[src/rtl/dual_crack_pkg.sv]
// Shared types and constants for the dual RC4 key-search controller.
//   KEY_W / TK_W / ADDR_W : key, test-key and plaintext address widths
//   START0 / START1 / INCR: engine key-stream setup (even / odd keys, step 2)
//   RD_WAIT               : cycles an engine read address is held before its data is sampled
package dual_crack_pkg;
  localparam int KEY_W  = 24;
  localparam int TK_W   = 25;
  localparam int ADDR_W = 8;

  localparam logic [TK_W-1:0] START0 = 25'd0;
  localparam logic [TK_W-1:0] START1 = 25'd1;
  localparam logic [TK_W-1:0] INCR   = 25'd2;

  localparam int RD_WAIT = 2;
  localparam int CNT_W   = $clog2(RD_WAIT + 1);

  typedef enum logic [2:0] {
    IDLE, RSTENG, START, GO, WAIT, LEN, CPY, DONE
  } state_t;

  typedef enum logic [1:0] {
    CP_IDLE, CP_READ, CP_WRITE
  } cp_phase_t;
endpackage

[src/rtl/dual_crack_ctrl_copy.sv]
// Read-wait-write sequencer that moves the winning engine's length-prefixed
// plaintext into the shared pt memory.
//   start/sel    : begin a copy from engine sel (sampled on start)
//   rddata       : both engines' read data, {eng1, eng0}
//   dc_addr      : both engines' read addresses, only the selected one moves
//   pt_*         : shared memory write port
//   hdr_wr       : the length byte (pt[0]) is being written this cycle
//   done         : the final byte is being written this cycle
module crack_copy
  import dual_crack_pkg::*;
(
  input  logic                clk,
  input  logic                rst_n,
  input  logic                start,
  input  logic                sel,
  input  logic [2*ADDR_W-1:0] rddata,
  output logic [2*ADDR_W-1:0] dc_addr,
  output logic [ADDR_W-1:0]   pt_addr,
  output logic [ADDR_W-1:0]   pt_wrdata,
  output logic                pt_wren,
  output logic                hdr_wr,
  output logic                done
);
  cp_phase_t          phase_q, phase_d;
  logic               sel_q;
  logic [ADDR_W:0]    idx_q;  // one extra bit so len=255 never wraps
  logic [ADDR_W-1:0]  len_q;
  logic [ADDR_W-1:0]  data_q;
  logic [CNT_W-1:0]   cnt_q;
  logic [ADDR_W-1:0]  rd_sel;
  logic               last;

  localparam logic [CNT_W-1:0] CNT_LOAD = CNT_W'(RD_WAIT - 1);

  assign rd_sel = sel_q ? rddata[2*ADDR_W-1:ADDR_W] : rddata[ADDR_W-1:0];
  assign last   = (idx_q == {1'b0, len_q});

  always_comb begin
    phase_d = phase_q;
    unique case (phase_q)
      CP_IDLE:  if (start) phase_d = CP_READ;
      CP_READ:  if (cnt_q == '0) phase_d = CP_WRITE;
      CP_WRITE: phase_d = last ? CP_IDLE : CP_READ;
      default:  phase_d = CP_IDLE;
    endcase
  end

  always_comb begin
    dc_addr = '0;
    if (phase_q != CP_IDLE) begin
      if (sel_q) dc_addr = {idx_q[ADDR_W-1:0], {ADDR_W{1'b0}}};
      else       dc_addr = {{ADDR_W{1'b0}}, idx_q[ADDR_W-1:0]};
    end
  end

  // Write enable is also gated by rst_n so a write in flight dies with reset.
  assign pt_wren   = (phase_q == CP_WRITE) && rst_n;
  assign pt_addr   = idx_q[ADDR_W-1:0];
  assign pt_wrdata = data_q;
  assign hdr_wr    = (phase_q == CP_WRITE) && (idx_q == '0);
  assign done      = (phase_q == CP_WRITE) && last;

  always_ff @(posedge clk) begin
    if (!rst_n) begin
      phase_q <= CP_IDLE;
      sel_q   <= 1'b0;
      idx_q   <= '0;
      len_q   <= '0;
      data_q  <= '0;
      cnt_q   <= '0;
    end else begin
      phase_q <= phase_d;
      unique case (phase_q)
        CP_IDLE: if (start) begin
          sel_q <= sel;
          idx_q <= '0;
          cnt_q <= CNT_LOAD;
        end
        CP_READ: begin
          if (cnt_q == '0) begin
            data_q <= rd_sel;
            if (idx_q == '0) len_q <= rd_sel;
          end else begin
            cnt_q <= cnt_q - 1'b1;
          end
        end
        CP_WRITE: if (!last) begin
          idx_q <= idx_q + 1'b1;
          cnt_q <= CNT_LOAD;
        end
        default: ;
      endcase
    end
  end
endmodule

[src/rtl/dual_crack_ctrl.sv]
// Control stage for two parallel RC4 key-search engines. Restarts both engines
// on an even/odd key split, takes the first success, copies the winner's
// length-prefixed plaintext into pt memory and reports the key.
//   en / rdy             : start request, accepted only while idle
//   key / key_valid      : winning key (0 unless valid)
//   eng_rst_n / eng_en   : per-engine reset (low = held) and start pulse
//   eng_start / eng_incr : constant key-stream setup
//   eng_rdy/key/kv       : engine status
//   eng_dc_addr/rddata   : engine plaintext read port
//   pt_addr/wrdata/wren  : shared pt memory write port
//
// state  | meaning
// IDLE   | rdy=1, waiting for en
// RSTENG | both engines in reset for one cycle (reload start keys)
// START  | one-cycle start pulse to both engines
// GO     | wait for both engines to leave idle
// WAIT   | wait for a success, or both exhausted
// LEN    | read and write the length byte of the winner
// CPY    | copy bytes 1..len of the winner
// DONE   | capture the winner's key
module dual_crack_ctrl
  import dual_crack_pkg::*;
(
  input  logic                clk,
  input  logic                rst_n,
  input  logic                en,
  output logic                rdy,
  output logic [KEY_W-1:0]    key,
  output logic                key_valid,
  output logic [1:0]          eng_rst_n,
  output logic [1:0]          eng_en,
  output logic [2*TK_W-1:0]   eng_start,
  output logic [TK_W-1:0]     eng_incr,
  input  logic [1:0]          eng_rdy,
  input  logic [2*KEY_W-1:0]  eng_key,
  input  logic [1:0]          eng_kv,
  output logic [2*ADDR_W-1:0] eng_dc_addr,
  input  logic [2*ADDR_W-1:0] eng_dc_rddata,
  output logic [ADDR_W-1:0]   pt_addr,
  output logic [ADDR_W-1:0]   pt_wrdata,
  output logic                pt_wren
);
  state_t     state_q, state_d;
  logic       win_q;
  logic [1:0] hold_q;  // bit i set: engine i is the loser and stays in reset
  logic       win_found, win_idx;
  logic       cp_start, cp_hdr, cp_done;
  logic [1:0] eng_rst_int;

  assign eng_start = {START1, START0};
  assign eng_incr  = INCR;

  // Engine 0 is checked first, so it wins a same-cycle tie.
  always_comb begin
    win_found = 1'b0;
    win_idx   = 1'b0;
    if (eng_rdy[0] && eng_kv[0]) begin
      win_found = 1'b1;
    end else if (eng_rdy[1] && eng_kv[1]) begin
      win_found = 1'b1;
      win_idx   = 1'b1;
    end
  end

  always_comb begin
    state_d  = state_q;
    cp_start = 1'b0;
    unique case (state_q)
      IDLE:   if (en) state_d = RSTENG;
      RSTENG: state_d = START;
      START:  state_d = GO;
      GO:     if (eng_rdy == 2'b00) state_d = WAIT;
      WAIT: begin
        if (win_found) begin
          cp_start = 1'b1;
          state_d  = LEN;
        end else if (eng_rdy == 2'b11) begin
          state_d = IDLE;
        end
      end
      LEN: begin
        if (cp_done)     state_d = DONE;
        else if (cp_hdr) state_d = CPY;
      end
      CPY:    if (cp_done) state_d = DONE;
      DONE:   state_d = IDLE;
      default: state_d = IDLE;
    endcase
  end

  assign rdy         = (state_q == IDLE);
  assign eng_en      = (state_q == START) ? 2'b11 : 2'b00;
  assign eng_rst_int = (state_q == RSTENG) ? 2'b00 : ~hold_q;
  // rst_n feeds straight through so engines reset together with this block.
  assign eng_rst_n   = {2{rst_n}} & eng_rst_int;

  always_ff @(posedge clk) begin
    if (!rst_n) begin
      state_q   <= IDLE;
      win_q     <= 1'b0;
      hold_q    <= 2'b00;
      key       <= '0;
      key_valid <= 1'b0;
    end else begin
      state_q <= state_d;
      if (state_q == IDLE && en) begin
        key       <= '0;
        key_valid <= 1'b0;
      end
      if (state_q == RSTENG) hold_q <= 2'b00;
      if (cp_start) begin
        win_q  <= win_idx;
        hold_q <= win_idx ? 2'b01 : 2'b10;
      end
      if (state_q == DONE) begin
        key       <= win_q ? eng_key[2*KEY_W-1:KEY_W] : eng_key[KEY_W-1:0];
        key_valid <= 1'b1;
      end
    end
  end

  crack_copy u_copy (
    .clk       (clk),
    .rst_n     (rst_n),
    .start     (cp_start),
    .sel       (win_idx),
    .rddata    (eng_dc_rddata),
    .dc_addr   (eng_dc_addr),
    .pt_addr   (pt_addr),
    .pt_wrdata (pt_wrdata),
    .pt_wren   (pt_wren),
    .hdr_wr    (cp_hdr),
    .done      (cp_done)
  );
endmodule
[config.mk]
export PLATFORM = sky130hd
export DESIGN_NAME = dual_crack_ctrl
export DESIGN_NICKNAME = d
export VERILOG_FILES = /design/src/rtl/dual_crack_pkg.sv /design/src/rtl/dual_crack_ctrl_copy.sv /design/src/rtl/dual_crack_ctrl.sv
export SDC_FILE = /design/constraint.sdc
export NUM_CORES = 1
export LEC_CHECK = 0
export ABC_AREA = 0
export CAP_MARGIN = 20
export CELL_PAD_IN_SITES_DETAIL_PLACEMENT = 0
export CELL_PAD_IN_SITES_GLOBAL_PLACEMENT = 1
export CORE_UTILIZATION = 30
export DETAILED_ROUTE_END_ITERATION = 8
export HOLD_SLACK_MARGIN = 0.06
export PLACE_DENSITY_LB_ADDON = 0.1
export SLEW_MARGIN = 5
export SYNTH_ARGS = -nofsm -noshare
export SYNTH_HDL_FRONTEND = slang
export SYNTH_SLANG_ARGS = --single-unit
[constraint.sdc]
create_clock -name clk -period 4 [get_ports clk]
set_input_delay 0.4 -clock clk [delete_from_list [all_inputs] [get_ports clk]]
set_output_delay 0.4 -clock clk [all_outputs]
set_load 0.02 [all_outputs]
# Word level (Yosys, flattened, before mapping)
# Cells that the tools add are included.
dict set report classes {
  n_eq_ne 20
  addsub 2
  bitwise 2
  n_reduce_logical 23
  n_mux 36
}
# op n
set ops {}
lappend ops {{two-way mux 24 bit} 3}
lappend ops {{two-way mux 16 bit} 2}
lappend ops {{case mux 3 bit (8 select lines)} 1}
lappend ops {{two-way mux 3 bit} 7}
lappend ops {{two-way mux 2 bit} 9}
lappend ops {{two-way mux 9 bit} 2}
lappend ops {{case mux 9 bit (2 select lines)} 1}
lappend ops {{equality test 3 bit (second input constant)} 4}
lappend ops {{inequality test 2 bit (second input constant)} 6}
lappend ops {{case mux 2 bit (3 select lines)} 2}
lappend ops {{adder 9 x 1 -> 9 bit (second input constant)} 1}
lappend ops {{equality test 9 x 8 -> 1 bit} 1}
lappend ops {{zero test 9 bit} 1}
lappend ops {{two-way mux 1 bit} 8}
lappend ops {{two-way mux 8 bit} 1}
lappend ops {{nonzero test 2 bit} 4}
lappend ops {{equality test 3 x 2 -> 1 bit (second input constant)} 2}
lappend ops {{logical AND 1 bit} 6}
lappend ops {{zero test 2 bit} 3}
lappend ops {{inequality test 3 bit (second input constant)} 2}
lappend ops {{AND reduction 2 bit} 3}
lappend ops {{AND reduction 3 bit} 2}
lappend ops {{AND reduction 5 bit} 1}
lappend ops {{equality test 2 bit (second input constant)} 2}
lappend ops {{other kinds (9)} 9}
dict set report word_totals {
  input_bits 71
  wordCells 94
  regBits 61
  out_inout_bits 138
}

# Depth between registers and ports, before layout
dict set report logic_depth {
  ltp_word 7
  depth_mapped 9
  mapped_depth_nobuf 7
}

# Cells and area by module
# From an unflattened synthesis, not the netlist that was laid out.
dict set report unflattened {
  hier_cells 455
  hier_area_um2 3956.3
}
# module n_inst seq_area_each_um2 area_per_inst_um2 cells_per_inst
set modules_own_cells {}
lappend modules_own_cells {dual_crack_ctrl 1 620.6 2152.1 245}
lappend modules_own_cells {crack_copy 1 600.6 1804.2 210}

# Least setup slack after synthesis
# No wires, ideal clock.
dict set report synth_path {
  path_kind {input port to output port}
  startpoint {input rst_n}
  endpoint {output pt_wren}
  path_slack_ns 2.082
  n_path_buf 2
  arrival_time_ns 1.518
  stages 4
  required_ns 3.600
  cell_sequence {clkbuf_1 > clkinv_1 > clkbuf_1 > nor3_1}
}
dict set report synth_between {
  elab_chain_len 1
}
# item line_no
set synth_rtl {}
lappend synth_rtl {{start, declared} dual_crack_ctrl.sv:25} ;# input logic rst_n,
lappend synth_rtl {{logical AND 1 bit} dual_crack_ctrl_copy.sv:57} ;# assign pt_wren = (phase_q == CP_WRITE) && rst_n;
lappend synth_rtl {{end, declared} dual_crack_ctrl.sv:41} ;# output logic pt_wren
# Every way passes these cells.

# Worst setup path in the final report
dict set report layout_path {
  startpoint {register u_copy.phase_q[1]}
  endpoint {output eng_dc_addr[11]}
}
dict set report layout_between {
  elab_chain_len 2
}
# item line_no
set layout_rtl {}
lappend layout_rtl {{start, declared} dual_crack_ctrl_copy.sv:24} ;# cp_phase_t phase_q, phase_d;
lappend layout_rtl {{start signal, assigned} dual_crack_ctrl_copy.sv:72} ;# phase_q <= phase_d;
lappend layout_rtl {{nonzero test 2 bit} dual_crack_ctrl_copy.sv:50} ;# if (phase_q != CP_IDLE) begin
lappend layout_rtl {{two-way mux 16 bit} dual_crack_ctrl_copy.sv:50}
lappend layout_rtl {{end, declared} dual_crack_ctrl.sv:37} ;# output logic [2*ADDR_W-1:0] eng_dc_addr,
# Every way passes these cells.

==> results.py <==
metrics = {
    "detailed_routing": {
        "drt_wl_total_um": 9670,
        "via_per_inst": 4.36,
        "drt_iter0_drc": 118,
        "detail_route.wl_per_cell_um": 13.2,
        "firstDrtPassIters": 4,
        "drc_errors": 0,
        "vias": 3192,
        "ant_nets": 0,
    },
    "clock_tree": {
        "cts_made_buffers": 9,
        "post_cts_buffers": 0,
        "hold_buffers": 0,
        "clock_latency_ns": 0.32,
        "cts_htree_levels": 3,
        "cts.sinks": 61,
        "cts_tree": "built",
        "clk_pin_slew_worst_paths_ns": 0.05,
        "clockBufferDepth": 2,
        "cts_resized": 0,
        "root_buffer": "clkbuf_16",
    },
    "global_route": {
        "track_usage_pct": 14.8,
        "antenna_found_initial": 0,
        "grt_pass1_wl_um": 15400,
        "grt_pass1_vias": 3045,
        "grt_overflow": 0,
        "grt_start_max_net_pins": 52,
    },
    "die": {
        "start_util_pct": 30.9,
        "pin_count": 209,
        "die_w_um": 116,
        "core_area_um2": 12600,
        "fp.dieH_um": 116,
        "fp-row-count": 41,
        "dieArea_um2": 13400,
    },
    "timing": {
        "fin_worst_skew_ns": 0.00576,
        "setup_ws_ns": 1.30,
        "setup_violations": 0,
        "fin_tns_setup_ns": 0,
        "min_period_ns": 2.70,
        "drv_slew": 0,
        "max_slew_margin_pct": 29.5,
        "hold_viol": 0,
        "fin_crit_sh_pct": 67.4,
        "worstMarginPinSlew_ns": 1.06,
        "fmax_ghz": 0.371,
        "grt_setup_unrepaired": "no",
    },
    "finish": {
        "n_fill_cell": 1310,
        "final_cells": 732,
        "area_delta_synth_final_pct": 36.3,
        "n_antenna_cell": 0,
        "nets": 633,
        "drive_gt1_share_pct": 10.2,
    },
    "place": {
        "pre_cts_ws_ns": 1.44,
        "dp_hpwl_um": 7170,
        "portBuffers": 133,
        "globalplace.congestion": 0.778,
        "place_inst": 715,
    },
    "pwr": {
        "vdd_drop_max_mv": 0.225,
        "p_per_area_nw_per_um2": 412,
        "p_total_mw": 2.19,
        "p_leak_nw": 1.95,
    },
    "yosys": {
        "ys_types": 52,
        "synth-edff-count": 0,
        "synth_flop_cell": "dfxtp_1",
        "syn_inst": 444,
        "syn_avg_cell_area_um2": 8.77,
        "synthArstFlopShare_pct": 0,
        "ys_seq_area_share_pct": 31.4,
        "yosys_warnings": 0,
        "syn_area_um2": 3890,
        "ys_ff_latch": 61,
    },
    "job": {
        "max-cap-violations": 0,
    },
    "critical_path": {
        "cp.arrival_ns": 2.30,
        "cp.required_ns": 3.60,
        "cp_max_fo": 8,
        "criticalPathCategory": "reg2out",
        "reg2reg_from": "u_copy.cnt_q[0]$_SDFFE_PN0P_",
        "startpoint_type": "flip-flop",
        "endpoint_kind": "output port",
        "startpoint": "u_copy.phase_q[1]$_SDFFE_PN0P_",
    },
    "min_path": {
        "hold_path.class": "reg2reg",
        "hold_start": "u_copy.idx_q[8]$_SDFFE_PN0P_",
    },
    "status": {
        "status": "finished, final reports clean",
    },
}
area by class of cell:
type	count	area, µm²	area share [%]
repair buffers	136	1360	25.6
clock inverters	6	87.6	1.65
multi-input cells	337	2160	40.6
well taps	172	215	4.05
inverters	10	37.5	0.707
clock buffers	10	229	4.31
flip-flops and latches	61	1220	23.0
per-stage QoR:
| stage | cell area (µm²) | hold slack (ns) | utilization [%] |
|---|---|---|---|
| 4_1_cts | 5290 | 0.481 | 41.9 |
| 6_report | 5310 | 0.490 | 42.1 |
| 5_1_grt | 5310 | 0.509 | 42.1 |
| 3_3_place_gp | 4980 | 0.469 | 39.4 |
| 3_5_place_dp | 4980 | 0.473 | 39.4 |
| 2_1_floorplan | 4170 | 0.451 | - |
sequential cells by signal (all words and copies together) (netlist names):
| name | cells |
|---|---|
| u_copy.phase_q | 2 |
| key_valid | 1 |
| win_q | 1 |
| u_copy.sel_q | 1 |
| u_copy.pt_wrdata | 8 |
| hold_q | 2 |
| u_copy.idx_q | 9 |
| key | 24 |
| state_q | 3 |
| u_copy.cnt_q | 2 |
| u_copy.len_q | 8 |
synthesized netlist by cell type, types with 8 or more instances:
master     n  area (µm²)
mux2_2    24         270
and2_1    16         100
a22oi_1   26         195
clkbuf_1  16        60.1
buf_4     85         638
a211oi_1  19         143
nand2_1   17        63.8
nor2_1    53         199
nand2b_1   8        50.1
dfxtp_1   61        1220
a21oi_1   12        60.1
mux2i_1   14         140
inv_1      8        30.0
routing by layer:
metal  vias up  global-route usage (%)  part of all wire, %
met5         -                       0                    0
li1       1595                       -                    -
met3        10                    6.96                  9.9
met1      1450                    17.8                   43
met4         0                    4.53                  1.2
met2       137                    23.6                   45
worst max-delay path, cell delays in order, from the launching register on:
cell and delay (ns):
dfxtp_1 0.47, nor2_1 0.20, nor2b_1 0.50, and2_1 0.21, clkdlybuf4s50_1 0.60
path summary, 6_finish.rpt:
check	to	slack, ns	cells after the start
setup / recovery	eng_dc_addr[11]	1.30	4
hold / removal	u_copy.idx_q[8]$_SDFFE_PN0P_	0.49	2
setup reg to reg	u_copy.len_q[7]$_SDFFE_PN0P_	1.62	6
hold reg to reg	u_copy.idx_q[8]$_SDFFE_PN0P_	0.49	2
kinds of logic (layout without fill, tap and decap cells):
| kind of cell | count (synthesis) | after routing | share of synthesized area, % |
|---|---|---|---|
| AO/OA/AOI/OAI | 78 | 78 | 14.4 |
| XOR/XNOR | 9 | 9 | 3.57 |
| adder cells (fa/ha/maj) | 7 | 7 | 2.25 |
| buffers and inverters | 119 | 162 | 20.4 |
| flip-flops | 61 | 61 | 31.4 |
| multiplexers | 38 | 38 | 10.5 |
| other | 2 | 75 | 0.193 |
| AND/OR/NAND/NOR | 130 | 130 | 17.4 |
cells in the final DEF (no fill, tap or decap), types with 8 or more instances in the layout:
| cell | count |
|---|---|
| a22oi_1 | 26 |
| nand2b_1 | 8 |
| nor2_1 | 53 |
| conb_1 | 75 |
| mux2_2 | 24 |
| and2_1 | 16 |
| clkdlybuf4s50_1 | 133 |
| a21oi_1 | 11 |
| a211oi_1 | 19 |
| nand2_1 | 17 |
| clkbuf_16 | 9 |
| mux2i_1 | 14 |
| dfxtp_1 | 61 |
| inv_1 | 8 |
where the power goes:
part	internal, mW	leakage [nW]	total, mW	switching (mW)
clock network	0.545	0.156	0.832	0.287
registers	0.654	0.493	0.707	0.0525
logic	0.280	1.30	0.649	0.368
(Power assumes the default switching activity.)
